**src/rtl/muldiv_hilo_ctrl.sv**
```systemverilog
// Iterative multiply/divide sequencer that owns the HI/LO registers (MULT/MULTU/DIV/DIVU/MTHI/MTLO).
// Optional macro MD_DIVZERO_FLAG_EN adds a sticky div_zero output.
module muldiv_hilo_ctrl #(
    parameter int WIDTH = 32,
    parameter int CNT_W = 6
) (
    input  logic             clk,
    input  logic             reset_n,
    input  logic             start,
    input  logic [2:0]       op,
    input  logic [WIDTH-1:0] A,
    input  logic [WIDTH-1:0] B,
    input  logic             rd_req,
    input  logic             rd_sel,
    output logic [WIDTH-1:0] rd_data,
    output logic [WIDTH-1:0] outHI,
    output logic [WIDTH-1:0] outLO,
    output logic             busy,
    output logic             stall,
    output logic             done,
`ifdef MD_DIVZERO_FLAG_EN
    output logic             div_zero,
`endif
    output logic [2:0]       dbg_state
);

    typedef enum logic [2:0] {
        S_IDLE = 3'd0,
        S_PREP = 3'd1,
        S_RUN  = 3'd2,
        S_FIX  = 3'd3,
        S_DONE = 3'd4
    } state_t;

    state_t               state_q, state_d;
    logic                 is_div_q, is_div_d;
    logic                 is_signed_q, is_signed_d;
    logic [WIDTH-1:0]     a_q, a_d;
    logic [WIDTH-1:0]     b_q, b_d;
    logic [WIDTH-1:0]     opnd_q, opnd_d;
    logic [2*WIDTH-1:0]   prod_q, prod_d;
    logic [CNT_W-1:0]     cnt_q, cnt_d;
    logic                 neg_res_q, neg_res_d;
    logic                 neg_rem_q, neg_rem_d;
    logic [WIDTH-1:0]     hi_q, hi_d;
    logic [WIDTH-1:0]     lo_q, lo_d;
`ifdef MD_DIVZERO_FLAG_EN
    logic                 div_zero_q, div_zero_d;
`endif

    logic [WIDTH-1:0]     abs_a, abs_b;
    logic [WIDTH:0]       mul_sum;
    logic [WIDTH:0]       div_shift;
    logic                 div_ge;
    logic [WIDTH-1:0]     div_diff;
    logic [WIDTH-1:0]     div_rem;
    logic [2*WIDTH-1:0]   prod_fix;
    logic [WIDTH-1:0]     quo_fix, rem_fix;

    // prod_q holds {acc, multiplier} for multiply and {remainder, quotient} for divide.
    always_comb begin
        abs_a     = (is_signed_q && a_q[WIDTH-1]) ? -a_q : a_q;
        abs_b     = (is_signed_q && b_q[WIDTH-1]) ? -b_q : b_q;
        mul_sum   = {1'b0, prod_q[2*WIDTH-1:WIDTH]} + (prod_q[0] ? {1'b0, opnd_q} : '0);
        div_shift = {prod_q[2*WIDTH-1:WIDTH], prod_q[WIDTH-1]};
        div_ge    = div_shift >= {1'b0, opnd_q};
        div_diff  = div_shift[WIDTH-1:0] - opnd_q;
        div_rem   = div_ge ? div_diff : div_shift[WIDTH-1:0];
        prod_fix  = neg_res_q ? -prod_q : prod_q;
        quo_fix   = neg_res_q ? -prod_q[WIDTH-1:0] : prod_q[WIDTH-1:0];
        rem_fix   = neg_rem_q ? -prod_q[2*WIDTH-1:WIDTH] : prod_q[2*WIDTH-1:WIDTH];
    end

    always_comb begin
        state_d     = state_q;
        is_div_d    = is_div_q;
        is_signed_d = is_signed_q;
        a_d         = a_q;
        b_d         = b_q;
        opnd_d      = opnd_q;
        prod_d      = prod_q;
        cnt_d       = cnt_q;
        neg_res_d   = neg_res_q;
        neg_rem_d   = neg_rem_q;
        hi_d        = hi_q;
        lo_d        = lo_q;
`ifdef MD_DIVZERO_FLAG_EN
        div_zero_d  = div_zero_q;
`endif
        case (state_q)
            S_IDLE: begin
                if (start && !op[2]) begin
                    state_d     = S_PREP;
                    a_d         = A;
                    b_d         = B;
                    is_div_d    = op[1];
                    is_signed_d = op[0];
                end else if (start && op == 3'b100) begin
                    hi_d = A;
                end else if (start && op == 3'b101) begin
                    lo_d = A;
                end
`ifdef MD_DIVZERO_FLAG_EN
                if (start && op[2:1] != 2'b11) div_zero_d = 1'b0;
`endif
            end
            S_PREP: begin
                neg_res_d = is_signed_q & (a_q[WIDTH-1] ^ b_q[WIDTH-1]);
                neg_rem_d = is_signed_q & a_q[WIDTH-1];
                cnt_d     = '0;
                if (is_div_q) begin
                    prod_d = {{WIDTH{1'b0}}, abs_a};
                    opnd_d = abs_b;
                end else begin
                    prod_d = {{WIDTH{1'b0}}, abs_b};
                    opnd_d = abs_a;
                end
                state_d = S_RUN;
            end
            S_RUN: begin
                if (is_div_q) prod_d = {div_rem, prod_q[WIDTH-2:0], div_ge};
                else          prod_d = {mul_sum, prod_q[WIDTH-1:1]};
                cnt_d = cnt_q + CNT_W'(1);
                if (cnt_q == CNT_W'(WIDTH - 1)) state_d = S_FIX;
            end
            S_FIX: begin
                if (is_div_q) begin
                    // A zero divisor reports the original signed dividend, not |A|.
                    if (b_q == '0) begin
                        lo_d = '1;
                        hi_d = a_q;
                    end else begin
                        lo_d = quo_fix;
                        hi_d = rem_fix;
                    end
`ifdef MD_DIVZERO_FLAG_EN
                    div_zero_d = (b_q == '0);
`endif
                end else begin
                    hi_d = prod_fix[2*WIDTH-1:WIDTH];
                    lo_d = prod_fix[WIDTH-1:0];
                end
                state_d = S_DONE;
            end
            S_DONE:  state_d = S_IDLE;
            default: state_d = S_IDLE;
        endcase
    end

    always_ff @(posedge clk) begin
        if (!reset_n) begin
            state_q     <= S_IDLE;
            is_div_q    <= 1'b0;
            is_signed_q <= 1'b0;
            a_q         <= '0;
            b_q         <= '0;
            opnd_q      <= '0;
            prod_q      <= '0;
            cnt_q       <= '0;
            neg_res_q   <= 1'b0;
            neg_rem_q   <= 1'b0;
            hi_q        <= '0;
            lo_q        <= '0;
`ifdef MD_DIVZERO_FLAG_EN
            div_zero_q  <= 1'b0;
`endif
        end else begin
            state_q     <= state_d;
            is_div_q    <= is_div_d;
            is_signed_q <= is_signed_d;
            a_q         <= a_d;
            b_q         <= b_d;
            opnd_q      <= opnd_d;
            prod_q      <= prod_d;
            cnt_q       <= cnt_d;
            neg_res_q   <= neg_res_d;
            neg_rem_q   <= neg_rem_d;
            hi_q        <= hi_d;
            lo_q        <= lo_d;
`ifdef MD_DIVZERO_FLAG_EN
            div_zero_q  <= div_zero_d;
`endif
        end
    end

    // Handshake: the issuer holds start (and rd_req) while stall=1; a start is taken only in IDLE.
    assign busy      = (state_q != S_IDLE);
    assign stall     = busy & (rd_req | start);
    assign done      = (state_q == S_DONE);
    assign outHI     = hi_q;
    assign outLO     = lo_q;
    assign rd_data   = rd_sel ? hi_q : lo_q;
    assign dbg_state = state_q;
`ifdef MD_DIVZERO_FLAG_EN
    assign div_zero  = div_zero_q;
`endif

endmodule

```
**config.mk**
```make
export PLATFORM = sky130hd
export DESIGN_NAME = muldiv_hilo_ctrl
export DESIGN_NICKNAME = d
export VERILOG_FILES = /design/src/rtl/muldiv_hilo_ctrl.sv
export SDC_FILE = /design/constraint.sdc
export NUM_CORES = 1
export LEC_CHECK = 0
export ABC_AREA = 1
export BUFFER_PORTS_ARGS = -buffer_cell sky130_fd_sc_hd__buf_2
export CAP_MARGIN = 40
export CORE_ASPECT_RATIO = 1.25
export CORE_MARGIN = 1
export CORE_UTILIZATION = 42
export DETAILED_ROUTE_END_ITERATION = 10
export SLEW_MARGIN = 30
export SYNTH_ARGS = -nofsm -noshare
export SYNTH_HDL_FRONTEND = slang
export SYNTH_SLANG_ARGS = --single-unit
```
**constraint.sdc**
```tcl
create_clock -name clk -period 4.2 [get_ports clk]
set_clock_uncertainty 0.2 [all_clocks]
set_input_delay 0.21 -clock clk [delete_from_list [all_inputs] [get_ports clk]]
set_output_delay 0.21 -clock clk [all_outputs]
set_load 0.01 [all_outputs]
```
Word-level counts from Yosys, hierarchy flattened

Cells that the tools add are included.

Register bits after elaboration: 237
Input port bits: 72

Add/sub/neg operators: 8
$lt $le $gt $ge: 1
Equality and inequality tests: 13
Muxes and demuxes: 27
Bitwise operators: 5
Reductions and logical operators: 15

Operator list:

| kind                                                            | count |
|---|---|
| 32-bit 2-to-1 mux                                               | 18 |
| 64-bit 2-to-1 mux                                               | 2 |
| 32-bit negator                                                  | 4 |
| 32-bit case mux with 2 select lines                             | 2 |
| 64-bit case mux with 2 select lines                             | 1 |
| 64-bit negator                                                  | 1 |
| 32-bit by 32-bit adder with 33-bit output                       | 1 |
| 33-bit by 32-bit >= comparator with 1-bit output                | 1 |
| 32-bit zero test                                                | 1 |
| 32-bit subtractor                                               | 1 |
| 2-bit inequality test, second input constant                    | 6 |
| 3-bit case mux with 4 select lines                              | 1 |
| 6-bit case mux with 2 select lines                              | 1 |
| 3-bit == test, second input constant                            | 3 |
| 6-bit by 1-bit adder with 6-bit output, second input constant   | 1 |
| 3-bit by 2-bit == test with 1-bit output, second input constant | 2 |
| 6-bit by 5-bit == test with 1-bit output, second input constant | 1 |
| 3-bit 2-to-1 mux                                                | 2 |
| 1-bit logical AND                                               | 5 |
| 2-bit AND reduction                                             | 2 |
| 4-bit AND reduction                                             | 1 |
| 2-bit nonzero test                                              | 2 |
| 1-bit bitwise AND                                               | 3 |
| 3-bit by 1-bit == test with 1-bit output, second input constant | 1 |
| other kinds (6)                                                 | 6 |

Logic depth before layout (Yosys ltp)

Gate-level depths: netlist of the first run.

Word-level depth: 6
Gate-level depth with buffers: 19
Gate-level depth less buffers: 19

Worst setup path before layout of the first run

Ideal clock, no wire load.

Path kind: register to register
Start point: reg prod_q[0]
End point: reg prod_q[39]
Setup time: 0.132 ns
Arrival time: 2.252 ns
Slack: 1.616 ns
Cell stages (with the launch flop): 16
Clock period less this slack: 2.584 ns
Path through: dfxtp_1 -> buf_2 -> buf_1 -> nand2_1 -> inv_1 -> ha_1 -> nand2_1 -> nand2_1 -> nor2_1 -> nor2_1 -> or2_2 -> or2_2 -> nand3_1 -> nand3_1 -> nand2_1 -> a21oi_1

Cells in the longest elaborated chain, start to end: 4

RTL lines:

| element                                   | line | text |
|---|---|---|
| start: declaration                        | 41   | `logic [2*WIDTH-1:0] prod_q, prod_d;` |
| start signal: assignment                  | 174  | `prod_q <= prod_d;` |
| 32-bit 2-to-1 mux                         | 64   | `mul_sum = {1'b0, prod_q[2*WIDTH-1:WIDTH]} + (prod_q[0] ? {1'b0, opnd_q} : '0);` |
| 32-bit by 32-bit adder with 33-bit output | 64   |  |
| 64-bit 2-to-1 mux                         | 121  | `if (is_div_q) prod_d = {div_rem, prod_q[WIDTH-2:0], div_ge};` |
| 64-bit case mux with 2 select lines       | 90   | `case (state_q)` |

No other way between the ends.
A chain may end at the register's enable or synchronous reset.

Final worst setup path of the first run

Start point: reg prod_q[0]
End point: reg prod_q[61]

Same word-level chain as after synthesis.

==> results of run 1 <==
stage by stage:
stage,worst slack (ps),total power [uW]
6_report,898,12300
3_3_place_gp,976,9250
2_1_floorplan,1620,6930
3_5_place_dp,973,9220
5_1_grt,541,12900
4_1_cts,943,12100
final timing paths:
kind                  start         end  slack [ps]  depth (start not counted)
setup / recovery  prod_q[0]  prod_q[61]         900                         18
hold reg to reg      b_q[0]   opnd_q[0]         280                          2
hold / removal        B[14]     b_q[14]         230                          4
setup reg to reg  prod_q[0]  prod_q[61]         900                         18
sequential cells by signal, indices dropped and copies added, names as in the netlist:
signal and flops:
cnt_q 6, outHI 32, opnd_q 32, a_q 32, dbg_state 3, is_div_q 1, b_q 32, neg_res_q 1
neg_rem_q 1, outLO 32, prod_q 64, is_signed_q 1
worst min-delay path, delay by kind of cell:
family          cells  cell delay (ps)
compound gates      1               80
buf+inv             2              610
simple gates        1               80
power breakdown:
| group | total [uW] | switching, uW | internal, uW |
|---|---|---|---|
| logic | 6680 | 4900 | 1780 |
| clock network | 2790 | 1170 | 1610 |
| registers | 2790 | 314 | 2470 |
| total | 12300 | 6390 | 5860 |
routing by layer:
| layer | vias up | track usage, % |
|---|---|---|
| li1 | 12600 | - |
| met1 | 11900 | 45.1 |
| met2 | 1080 | 68.5 |
| met3 | 325 | 5.19 |
| met4 | 4 | 29.7 |
| met5 | - | 0 |
repair_timing:
action                    4_1_cts  5_1_grt
hold buffers                   78        0
hold endpoints to repair      146        0
buffers inserted                0        0
cell usage in the layout (no fill, tap or decap), types with 5 or more instances in the layout:
cell type / count
a21oi_1: 300
a21oi_2: 8
a31oi_1: 22
and2_1: 7
buf_2: 172
buf_4: 47
bufinv_16: 5
clkbuf_16: 28
clkinv_4: 5
clkinvlp_4: 5
dfxtp_1: 235
dlygate4sd3_1: 78
ha_1: 69
inv_1: 467
inv_2: 26
mux2_2: 32
nand2_1: 1050
nand2_2: 14
nand3_1: 384
nand3_2: 7
nand3b_1: 17
nand4_1: 56
nor2_1: 309
nor2_2: 16
nor2_4: 15
nor3_1: 29
nor4_1: 5
o211ai_1: 55
o21ai_0: 271
o21ai_1: 20
o21ai_2: 13
o21bai_1: 8
o22ai_1: 18
or2_2: 13
xor2_1: 88
logic make-up (layout without fill, tap and decap cells):
logic type                 Yosys count  count (layout)  share of synthesized area (%)
AOI/OAI and AO/OA                  734             734                           18.4
and+or+nand+nor                   1936            1936                           38.4
muxes                               32              32                           1.65
adders and majority gates           71              71                           4.13
xor gates and xnor gates            89              89                           3.57
buffers and inverters              669             852                           12.1
DFF                                237             237                           21.7
cell type report:
cell class,instances,share of cell area [%]
Clock buffer,33,3.03
Tap cell,665,3.32
Sequential cell,237,19.0
Inverter,499,7.51
Timing Repair Buffer,301,8.28
Clock inverter,19,1.06
Multi-Input combinational cell,2862,57.8
==> results.toml, run 1 <==
[critical_path]
timing.critical_path.max_delay_family = "simple AND/OR/NAND/NOR gates"
cp_slowest_cell = "dfxtp_1"
crit_chain = "buf_12 -> nand2_1 -> inv_1 -> ha_1 -> inv_1 -> fa_1 -> nor2_1 -> nor2_1 -> o21ai_0 -> nand2_1 -> nand2_1 -> nand2_1 -> nand3_1 -> nand3_1 -> nand2_1 -> inv_1 -> nand2_1 -> a21oi_1"
critPathLaunchType = "flop"
crit_type = "flop to flop"
crit_arrival_ps = 3560
crit_top_cell = "nand2_1"
worst-path-buf-inv = 4
slowest_delay_ps = 490
crit_fanout = 32
cp_data_required_time_ps = 4460
end_kind = "flop"

[synthesis]
synth_area_um2 = 21900
synth_flop_cell = "dfxtp_1"
avgSynthCellArea_um2 = 5.80
ys_ff_latch = 237
syn_nets = 3911
yosysUniqueCellTypes = 56
syn-instance-count = 3768
yosysSeqAreaShare_pct = 21.7
yosysMostFrequentCell = "nand2_1"
synth_edf_count = 0
netlist.area_leader.share_pct = 21.7
yosysTopAreaCell = "dfxtp_1"
async_flop_share_pct = 0
ys_top_cells_by_count = "nand2_1 (1051), inv_1 (467), nand3_1 (384)"
synth_area_leaders = "dfxtp_1 (22%), nand2_1 (18%), nand3_1 (8.8%)"
synth_warnings = 0

[layout]
final_util_pct = 48.7
n_fill_cell = 5673
area_growth_pct = 14.6
num-nets-final = 4072
final_area_um2 = 25100
antenna_cells = 0
seq_area_um2 = 4750
finalNonFillerCells = 4616
drive_gt1_share_pct = 11.1
multi_input_area_um2 = 14500

[sta]
rsz0062_at_grt = "false"
hold_viol = 0
finalWorstPathRequiredPeriod_ps = 3300
max_freq_ghz = 0.303
slew-limit-headroom_pct = 44.7
final_max_slew_viol_count = 0
setup_tns_ps = 0
whs_ps = 226
tightest_slew_ps = 830
fin_crit_sh_pct = 78.6
setup_viol = 0

[cts]
path_clk_slew_ps = 60
insertion_delay_ps = 600
cts-root-buf = "clkbuf_16"
cts_buffer_depth = 3
cts_num_sinks = 237
cts_buffers = 28
h-tree-depth = 1
cts_tree = "built"
cts-resized-gates = 0

[die]
fp.dieH_um = 257
coreArea_um2 = 51400
die-area_um2 = 53000
start_util_pct = 42.5
num_rows = 93
die_w_um = 206
pin_count = 174

[drt]
wl_per_cell_um = 23.3
drc = 0
num_vias = 25900
dr_wl_met3_mm = 6.63
drt_iter0_drc = 2444
top_layer = "met5"
viasPerCell = 5.62
ant_nets = 0
wl_mm = 107
first_pass_iters = 6
wl_met2_mm = 51.1
wl_met1_mm = 40.2

[placed_design]
place_congestion = 1.03
dpl-instance-area_um2 = 23200
place_inst = 4486
dp_hpwl_mm = 84.9
io_buffers = 173

[global_route]
grt_use_total_pct = 40.1
grt_max_degree = 121
grt_overflow = 0
grt_pass1_wl_mm = 158
grt_pass1_vias = 25100
antenna_found_initial = 2

[flow_run]
max_cap_viol_count = 0

[run_status]
outcome = "completed"

[pwr]
vdd_drop_max_mv = 0.352
p_per_area_nw_per_um2 = 489
p_leak_uw = 0.0124

[hold_path]
min_path_type = "input port to flop"
(Power assumes the default switching activity.)
==> run 2: changes to the inputs <==
==> constraint.sdc (replaced) <==
create_clock -name clk -period 3.2 [get_ports clk]
set_clock_uncertainty 0.2 [all_clocks]
set_input_delay 0.16 -clock clk [delete_from_list [all_inputs] [get_ports clk]]
set_output_delay 0.16 -clock clk [all_outputs]
set_load 0.01 [all_outputs]
==> run 2 against run 1 <==
Effect of this change:
- fmax up 9.9%
- first-iteration DRC count grew 6.7%
- utilization increased by 1.4 points
- sequential share of layout area fell by 0.54 points
- global-route usage is 0.17 points higher
- sequential power grew 30%
- via count grew 2.2%
- final cell count rose by 1.8%
- clock power is 29% higher
- highest routed layer unchanged
- routed wire length grew 0.87%
- register-to-register slack worse by 700 ps
- critical endpoint unchanged
- count of clock-buffer cells in the layout is 5 higher
==> results.toml, run 2 (synthesis gave the netlist of run 1 again) <==
[run_status]
outcome = "completed"

[drt]
num_vias = 26500
first_pass_iters = 6
wl_per_cell_um = 23.1
drc = 0
drt_iter0_drc = 2607
wl_mm = 108
viasPerCell = 5.64
ant_nets = 0

[die]
num_rows = 93
die-area_um2 = 53000
fp.dieH_um = 257
die_w_um = 206
pin_count = 174
start_util_pct = 42.5
coreArea_um2 = 51400

[critical_path]
cp_data_required_time_ps = 3520
critPathLaunchType = "flop"
end_kind = "flop"
crit_arrival_ps = 3330
crit_type = "flop to flop"
crit_fanout = 32
reg2reg_depth = 12

[pwr]
p_per_area_nw_per_um2 = 630
vdd_drop_max_mv = 0.541
p_leak_uw = 0.0128

[cts]
post_cts.repair.setup_buffers = 0
insertion_delay_ps = 590
cts_num_sinks = 237
h-tree-depth = 1
cts_buffers = 27
cts_tree = "built"
cts_buffer_depth = 3
cts-root-buf = "clkbuf_16"
path_clk_slew_ps = 70

[sta]
finalWorstPathRequiredPeriod_ps = 3000
hold_viol = 0
setup_viol = 0
rsz0062_at_grt = "false"
final_max_slew_viol_count = 0
tightest_slew_ps = 760
max_freq_ghz = 0.333
slew-limit-headroom_pct = 49.4
setup_tns_ps = 0
fin_crit_sh_pct = 93.9

[placed_design]
place_inst = 4557
dp_hpwl_mm = 86.3
io_buffers = 173
dpl-instance-area_um2 = 23900
place_congestion = 1.08

[layout]
top_register = "prod_q"
final_area_um2 = 25800
largest_reg_flops = 64
final_cell_mix = "nand2_1 (1050), inv_1 (467), nand3_1 (384), nor2_1 (309), a21oi_1 (299)"
num-nets-final = 4157
finalNonFillerCells = 4700
drive_gt1_share_pct = 12.5
final_common_cell = "nand2_1"
area_growth_pct = 18.0

[global_route]
grt_max_degree = 86
grt_pass1_vias = 25000
grt_overflow = 0
grt_pass1_wl_mm = 158
grt_use_total_pct = 40.3
antenna_found_initial = 2

[flow_run]
max_cap_viol_count = 0

[hold_path]
hold_path_depth = 5
min_path_type = "input port to flop"
run 2: critical path, cell delays in order, from the launching register on:
cell and delay [ps]:
dfxtp_1 480, inv_1 90, ha_1 410, nand2_1 130, nor2_1 220, nand2_1 100, a21oi_1 280, nor2_4 130
nand2_8 240, nand3_1 320, nand3_1 160, nand2_1 60, a21oi_1 100
run 2: path summary, 6_finish.rpt:
check | from | endpoint | slack, ps
max reg2reg | opnd_q[24] | prod_q[61] | 200
min | op[2] | dbg_state[0] | 80
min reg2reg | cnt_q[1] | cnt_q[1] | 290
max | opnd_q[24] | prod_q[61] | 200
run 2: cell type report:
cell class	count	area (um2)
clock inverters	11	214
diodes	1	2.50
repair buffers	387	2850
well taps	665	832
clock buffers	38	777
inverters	499	1880
fillers	5672	25600
multi-input cells	2862	14500
flip-flops and latches	237	4750
run 2: report_power, final:
group          internal, uW  switching, uW
combinational          2530           6470
sequential             3250            390
clock                  2170           1430
total                  7950           8290
run 2: through the flow:
step	setup slack (ps)	hold WS, ps	util, %	power, uW
floorplan	616	127	-	9100
global placement	75.0	213	46.4	12300
detailed placement	54.0	221	46.4	12300
CTS	56.0	84.2	50.1	16000
global route	2.73	129	50.2	17000
finish	196	78.7	50.2	16200
run 2: what timing repair did:
item / CTS / global route
endpoints found under the setup margin: 0 / 25
hold endpoints to repair: 130 / 0
resized for setup: 0 / 2
hold buffers: 93 / 0
run 2: per-layer routing:
layer,global-route usage [%],routed length (um),up-vias
met1,45.8,40700,12200
met4,33.2,10700,4
met5,0,23,-
met3,4.80,6720,338
met2,66.9,50100,1148
li1,-,-,12800
